<file path="config.mk">
export PLATFORM = sky130hd
export DESIGN_NAME = fb_write_arbiter_flat
export DESIGN_NICKNAME = d
export VERILOG_FILES = /design/src/rtl/fb_write_arbiter_if.sv /design/src/rtl/fb_write_arbiter.sv /design/src/flat_wrapper.sv
export SDC_FILE = /design/constraint.sdc
export NUM_CORES = 1
export LEC_CHECK = 0
export ABC_AREA = 0
export CAP_MARGIN = 20
export CORE_MARGIN = 3
export CORE_UTILIZATION = 42
export DETAILED_ROUTE_END_ITERATION = 6
export PLACE_DENSITY = 0.78
export SYNTH_ARGS = -nofsm -noshare
export SYNTH_HDL_FRONTEND = slang
export SYNTH_SLANG_ARGS = --single-unit
</file>
<file path="constraint.sdc">
create_clock -name clk -period 2.8 [get_ports clk]
set_clock_uncertainty 0.2 [all_clocks]
set_input_delay 0.42 -clock clk [delete_from_list [all_inputs] [get_ports clk]]
set_output_delay 0.42 -clock clk [all_outputs]
set_load 0.05 [all_outputs]
</file>
<file path="src/rtl/fb_write_arbiter_if.sv">
// Framebuffer write-port bundle: clear control, two pixel-write requesters
// and the registered bRAM port-A strobes.
interface fb_write_arbiter_if #(
  parameter int ADDR_W = 19,
  parameter int DATA_W = 16
);
  logic              clr_start;
  logic [DATA_W-1:0] clr_color;
  logic              clr_busy;
  logic              clr_done;

  logic              r0_valid;
  logic              r0_ready;
  logic [ADDR_W-1:0] r0_addr;
  logic [DATA_W-1:0] r0_data;

  logic              r1_valid;
  logic              r1_ready;
  logic [ADDR_W-1:0] r1_addr;
  logic [DATA_W-1:0] r1_data;

  logic [ADDR_W-1:0] mem_addr;
  logic [DATA_W-1:0] mem_din;
  logic              mem_we;
  logic              mem_en;
  logic              drop;

  // Requester / controller side
  modport master (
    output clr_start, clr_color,
    output r0_valid, r0_addr, r0_data,
    output r1_valid, r1_addr, r1_data,
    input  clr_busy, clr_done, r0_ready, r1_ready,
    input  mem_addr, mem_din, mem_we, mem_en, drop
  );

  // Arbiter side
  modport slave (
    input  clr_start, clr_color,
    input  r0_valid, r0_addr, r0_data,
    input  r1_valid, r1_addr, r1_data,
    output clr_busy, clr_done, r0_ready, r1_ready,
    output mem_addr, mem_din, mem_we, mem_en, drop
  );
endinterface

</file>
<file path="src/rtl/fb_write_arbiter.sv">
// Round-robin owner of framebuffer bRAM port A with a built-in clear
// sequencer. All port-A strobes are registered (1-cycle latency).
module fb_write_arbiter #(
  parameter int ADDR_W   = 19,
  parameter int DATA_W   = 16,
  parameter int FB_WORDS = 307200
) (
  input  logic               clk,
  input  logic               rstn,
  fb_write_arbiter_if.slave  bus
);

  localparam int                CNT_W    = (FB_WORDS > 1) ? $clog2(FB_WORDS) : 1;
  localparam logic [CNT_W-1:0]  CNT_LAST = CNT_W'(FB_WORDS - 1);
  localparam logic [ADDR_W:0]   FB_LIM   = (ADDR_W + 1)'(FB_WORDS);

  typedef enum logic {ARB = 1'b0, CLEAR = 1'b1} state_t;

  state_t            state, state_nxt;
  logic [CNT_W-1:0]  cnt, cnt_nxt;
  logic              rr_last, rr_last_nxt;
  logic [DATA_W-1:0] color_q;

  logic              gnt0, gnt1;

  // p0: next values of the port-A strobes; p1: registered strobes on the pins
  logic [ADDR_W-1:0] addr_p0, addr_p1;
  logic [DATA_W-1:0] din_p0, din_p1;
  logic              vld_p0, vld_p1;
  logic              busy_p0, busy_p1;
  logic              done_p0, done_p1;
  logic              drop_p0, drop_p1;

  function automatic logic out_of_range(input logic [ADDR_W-1:0] a);
    return ({1'b0, a} >= FB_LIM);
  endfunction

  // State register: FSM state, clear counter, round-robin pointer
  always_ff @(posedge clk or negedge rstn) begin
    if (!rstn) begin
      state   <= ARB;
      cnt     <= '0;
      rr_last <= 1'b1;
    end else begin
      state   <= state_nxt;
      cnt     <= cnt_nxt;
      rr_last <= rr_last_nxt;
    end
  end

  // Clear colour is captured only when a clear is launched from ARB
  always_ff @(posedge clk) begin
    if (state == ARB && bus.clr_start) color_q <= bus.clr_color;
  end

  // Next-state: launch/finish clear, advance counter, update round-robin
  always_comb begin
    state_nxt   = state;
    cnt_nxt     = cnt;
    rr_last_nxt = rr_last;
    case (state)
      ARB: begin
        if (bus.clr_start) begin
          state_nxt = CLEAR;
          cnt_nxt   = '0;
        end else if (gnt0) begin
          rr_last_nxt = 1'b0;
        end else if (gnt1) begin
          rr_last_nxt = 1'b1;
        end
      end
      CLEAR: begin
        if (cnt == CNT_LAST) state_nxt = ARB;
        else                 cnt_nxt   = cnt + 1'b1;
      end
      default: state_nxt = ARB;
    endcase
  end

  // Outputs: combinational grants and next values of the registered strobes
  always_comb begin
    gnt0    = 1'b0;
    gnt1    = 1'b0;
    addr_p0 = addr_p1;
    din_p0  = din_p1;
    vld_p0  = 1'b0;
    busy_p0 = 1'b0;
    done_p0 = 1'b0;
    drop_p0 = 1'b0;
    case (state)
      ARB: begin
        if (bus.clr_start) begin
          addr_p0 = '0;
          din_p0  = bus.clr_color;
          vld_p0  = 1'b1;
          busy_p0 = 1'b1;
        end else begin
          gnt0 = bus.r0_valid & (~bus.r1_valid | rr_last);
          gnt1 = bus.r1_valid & (~bus.r0_valid | ~rr_last);
          if (gnt0) begin
            if (out_of_range(bus.r0_addr)) begin
              drop_p0 = 1'b1;
            end else begin
              addr_p0 = bus.r0_addr;
              din_p0  = bus.r0_data;
              vld_p0  = 1'b1;
            end
          end else if (gnt1) begin
            if (out_of_range(bus.r1_addr)) begin
              drop_p0 = 1'b1;
            end else begin
              addr_p0 = bus.r1_addr;
              din_p0  = bus.r1_data;
              vld_p0  = 1'b1;
            end
          end
        end
      end
      CLEAR: begin
        if (cnt == CNT_LAST) begin
          done_p0 = 1'b1;
        end else begin
          addr_p0 = ADDR_W'(cnt + 1'b1);
          din_p0  = color_q;
          vld_p0  = 1'b1;
          busy_p0 = 1'b1;
        end
      end
      default: ;
    endcase
  end

  // ---- stage p0 -> p1: registered port-A strobes and status pulses ----
  always_ff @(posedge clk or negedge rstn) begin
    if (!rstn) begin
      addr_p1 <= '0;
      din_p1  <= '0;
      vld_p1  <= 1'b0;
      busy_p1 <= 1'b0;
      done_p1 <= 1'b0;
      drop_p1 <= 1'b0;
    end else begin
      addr_p1 <= addr_p0;
      din_p1  <= din_p0;
      vld_p1  <= vld_p0;
      busy_p1 <= busy_p0;
      done_p1 <= done_p0;
      drop_p1 <= drop_p0;
    end
  end

  assign bus.r0_ready = gnt0;
  assign bus.r1_ready = gnt1;
  assign bus.mem_addr = addr_p1;
  assign bus.mem_din  = din_p1;
  assign bus.mem_we   = vld_p1;
  assign bus.mem_en   = vld_p1;
  assign bus.clr_busy = busy_p1;
  assign bus.clr_done = done_p1;
  assign bus.drop     = drop_p1;

endmodule

</file>
<file path="src/flat_wrapper.sv">
// flat-port wrapper written by rule: the top's interface ports become plain ports
module fb_write_arbiter_flat 
#(
  parameter int ADDR_W   = 19,
  parameter int DATA_W   = 16,
  parameter int FB_WORDS = 307200
)
  (clk, rstn, bus_clr_start, bus_clr_color, bus_r0_valid, bus_r0_addr, bus_r0_data, bus_r1_valid, bus_r1_addr, bus_r1_data, bus_clr_busy, bus_clr_done, bus_r0_ready, bus_r1_ready, bus_mem_addr, bus_mem_din, bus_mem_we, bus_mem_en, bus_drop);
  fb_write_arbiter_if #(.ADDR_W(ADDR_W), .DATA_W(DATA_W)) bus_i ();
  input  logic clk;
  input  logic rstn;
  input wire logic [$bits(bus_i.clr_start)-1:0] bus_clr_start;
  input wire logic [$bits(bus_i.clr_color)-1:0] bus_clr_color;
  input wire logic [$bits(bus_i.r0_valid)-1:0] bus_r0_valid;
  input wire logic [$bits(bus_i.r0_addr)-1:0] bus_r0_addr;
  input wire logic [$bits(bus_i.r0_data)-1:0] bus_r0_data;
  input wire logic [$bits(bus_i.r1_valid)-1:0] bus_r1_valid;
  input wire logic [$bits(bus_i.r1_addr)-1:0] bus_r1_addr;
  input wire logic [$bits(bus_i.r1_data)-1:0] bus_r1_data;
  output wire logic [$bits(bus_i.clr_busy)-1:0] bus_clr_busy;
  output wire logic [$bits(bus_i.clr_done)-1:0] bus_clr_done;
  output wire logic [$bits(bus_i.r0_ready)-1:0] bus_r0_ready;
  output wire logic [$bits(bus_i.r1_ready)-1:0] bus_r1_ready;
  output wire logic [$bits(bus_i.mem_addr)-1:0] bus_mem_addr;
  output wire logic [$bits(bus_i.mem_din)-1:0] bus_mem_din;
  output wire logic [$bits(bus_i.mem_we)-1:0] bus_mem_we;
  output wire logic [$bits(bus_i.mem_en)-1:0] bus_mem_en;
  output wire logic [$bits(bus_i.drop)-1:0] bus_drop;
  assign bus_i.clr_start = bus_clr_start;
  assign bus_i.clr_color = bus_clr_color;
  assign bus_i.r0_valid = bus_r0_valid;
  assign bus_i.r0_addr = bus_r0_addr;
  assign bus_i.r0_data = bus_r0_data;
  assign bus_i.r1_valid = bus_r1_valid;
  assign bus_i.r1_addr = bus_r1_addr;
  assign bus_i.r1_data = bus_r1_data;
  assign bus_clr_busy = bus_i.clr_busy;
  assign bus_clr_done = bus_i.clr_done;
  assign bus_r0_ready = bus_i.r0_ready;
  assign bus_r1_ready = bus_i.r1_ready;
  assign bus_mem_addr = bus_i.mem_addr;
  assign bus_mem_din = bus_i.mem_din;
  assign bus_mem_we = bus_i.mem_we;
  assign bus_mem_en = bus_i.mem_en;
  assign bus_drop = bus_i.drop;
  fb_write_arbiter #(.ADDR_W(ADDR_W), .DATA_W(DATA_W), .FB_WORDS(FB_WORDS)) u_core (.clk(clk), .rstn(rstn), .bus(bus_i));
endmodule
</file>
==> summary.md <==
| Metric | Value |
|---|---|
| Number of max-cap violations | `0` |
| # IOs | `133` |
| Clk_lat worst skew | `360 ps` |
| Xor/xnor share of the synthesized area | `2.52%` |
| Worst EP arrival | `2710 ps` |
| Initial antenna violation count | `0` |
| Compound-gate portion of the synthesized area | `20.2%` |
| Pleak | `2.52 nW` |
| Post-Syn Nets | `485` |
| DP Area | `5810 µm²` |
| Post-CTS setup buffer count | `0` |
| Pre-CTS WS | `33.3 ps` |
| CTS Sinks | `75` |
| Largest net degree at the start of global routing | `45` |
| Area grow syn2layout | `44.1%` |
| Post-Place Cells | `660` |
| Max Transition Viols Final | `0` |
| DP Wirelength | `10300 µm` |
| Hold crit path type | `flop to flop` |
| EDFF count, synth | `16` |
| Commonest cells after routing, fill and taps aside | `129 x clkdlybuf4s50_1, 57 x dfrtp_1, 35 x o21ai_0, 35 x buf_4, 30 x nand2_1` |
| Non-Filler Instances | `677` |
| Drt via density | `5.84` |
| Final net count | `635` |
| Synth Flop Type | `dfrtp_1` |
| First-pass GRT wire length | `21100 µm` |
| Vias in the first global route | `3804` |
| Hold_buf cts | `1` |
| Fin util | `63.5%` |
| Post-Synth Simple-Gate Area | `14.3%` |
| Register area share after synthesis | `47.0%` |
| #FFs+latches synth | `75` |
| GPL Wtd Cong | `0.981` |
| Die area | `11200 µm²` |
| Reg clk slew, reported paths | `80 ps` |
| Number of port buffers | `132` |
| Avg WL per Cell | `19.8 µm` |
| Synth Warn # | `0` |
| Die Ht | `106 µm` |
| Total Routing Usage GR | `24.0%` |
| Routed WL | `13400 µm` |
| Max Freq | `373 MHz` |
| Area leader, netlist | `dfrtp_1` |
| Synth area leaders | `dfrtp_1 35%, edfxtp_1 12%, mux2_4 7.9%, o21ai_0 4.2%, a22oi_1 4.1%` |
| Final hold vios | `0` |
| DRT antenna net count | `0` |
| Router iterations before antenna repair | `7` |
| CTS tree | `yes` |
| Fraction of registers with async set/reset | `78.7%` |
| Core Region | `9460 µm²` |
| Avg Cell Area, Syn | `10.6 µm²` |
| Commonest non-fill, non-tap cell in the layout | `clkdlybuf4s50_1` |
| CP Class | `flop to flop` |
| CTS resizes | `0` |
| Synth top area share | `34.8%` |
| Initial Util | `44.1%` |
| Period utilisation layout | `95.6%` |
| Failing checks | `DRC` |
| FF+latch area | `1960 µm²` |
| Fillers | `794` |
| Syn Inst Count | `393` |
| Critical-path maximum fanout | `6` |
| # diodes | `0` |
| Status | `finished with violations` |
| Critical path endpoint category | `flop` |
| Slew margin rel. | `53.3%` |
| Clk buf depth | `2` |
| DRC Markers | `2` |
| Grt ovf | `0` |
| Final instance area | `6010 µm²` |
| Power density over cell area | `536 nW/µm²` |
| Area of the multi-input gates | `2020 µm²` |
| Post-synthesis mux area share | `11.1%` |
| Synth unique cells | `58` |
| Final WS setup | `122 ps` |
| Setup crit start kind | `flop` |
| Total power | `3.22 mW` |
| Worst hold slack | `300 ps` |
| Largest family of logic cells by synthesized area | `compound AO/OA/AOI/OAI gates` |
| Die Wd | `106 µm` |
| Htree depth | `3` |
| Crit path time final | `2680 ps` |
| Share of cells above drive strength 1 | `16.2%` |
| RSZ-0062 raised after global routing | `no` |
| TritonCTS buffer count | `9` |
| Worst-Margin Slew | `694 ps` |
| Final setup viols | `0` |
| Peak supply drop | `0.351 mV` |
| 1st-iter DRT viols | `569` |
| Clock root buffer | `clkbuf_8` |
| Cell area after synthesis | `4170 µm²` |
| CP Data Required Time | `2840 ps` |
| Site Rows | `35` |
| Post-Synth Adder-Cell Area | `0.300%` |
| Vias | `3952` |
| Setup TNS | `0 ps` |
==> final cells by class <==
type                            instances  area share [%]
Clock buffer                           10            2.12
Clock inverter                          6            1.08
Inverter                               11           0.729
Multi-Input combinational cell        277            33.7
Sequential cell                        75            32.6
Tap cell                              129            2.69
Timing Repair Buffer                  169            27.1
==> per-layer routing <==
metal	vias up	track usage, %	routed length, µm
li1	1783	-	-
met1	1927	32.7	5650
met2	222	37.8	6290
met3	20	6.55	1260
met4	0	6.01	195
met5	-	0	0
==> critical path, cell delays in order (launching register included) <==
cell and delay, ps:
dfrtp_1 410, ha_1 250, nand3_1 130, or4_1 620, nor3_4 260, or2_4 180, inv_4 60, buf_4 160
mux2_4 300
==> report_power, final <==
group	switching, mW	leakage [nW]	internal (mW)
Combinational	0.546	1.55	0.453
Clock	0.436	0.0966	0.414
Sequential	0.131	0.870	1.24
==> sequential cells by signal (all words and copies together), names as in the netlist <==
name,flops
u_core.bus.drop,1
u_core.bus.clr_done,1
u_core.bus.mem_din,16
u_core.cnt,19
u_core.bus.mem_addr,19
u_core.color_q,16
u_core.bus.mem_en,1
u_core.rr_last,1
u_core.state,1
==> synth_stat cells (4+ instances only) <==
cell type / n
a21o_1: 5
a21oi_1: 13
a221o_1: 10
a222oi_1: 8
a22oi_1: 23
a31oi_1: 5
and2_1: 4
and3_1: 4
buf_2: 4
clkbuf_1: 19
dfrtp_1: 58
edfxtp_1: 16
inv_1: 10
mux2_4: 22
mux2i_1: 11
nand2_1: 30
nand2b_1: 4
nand3_1: 9
nand4_1: 4
nand4b_1: 6
nor2_1: 11
nor2b_1: 12
nor3_1: 5
nor4_1: 7
o21ai_0: 35
o31ai_1: 4
xnor2_1: 9
==> kinds of logic (layout without fill, tap and decap cells) <==
kind of cell	count (synthesis)	in the layout
multiplexers	35	35
AND/OR/NAND/NOR	108	108
adder cells (fa/ha/maj)	1	1
buffers and inverters	41	196
AO/OA/AOI/OAI	121	121
XOR/XNOR	12	12
flip-flops	75	75
==> path summary, 6_finish.rpt <==
kind	slack [ps]	to	depth (start not counted)	startpoint
max	120	u_core.bus.mem_din[3]	8	u_core.cnt[1]
min	300	u_core.rr_last	2	u_core.rr_last
max reg2reg	120	u_core.bus.mem_din[3]	8	u_core.cnt[1]
min reg2reg	300	u_core.rr_last	2	u_core.rr_last
max in group asynchronous	1290	u_core.bus.mem_addr[13]	4	rstn
min in group asynchronous	460	u_core.cnt[8]	3	rstn
Power figures use the tool's default switching activity.
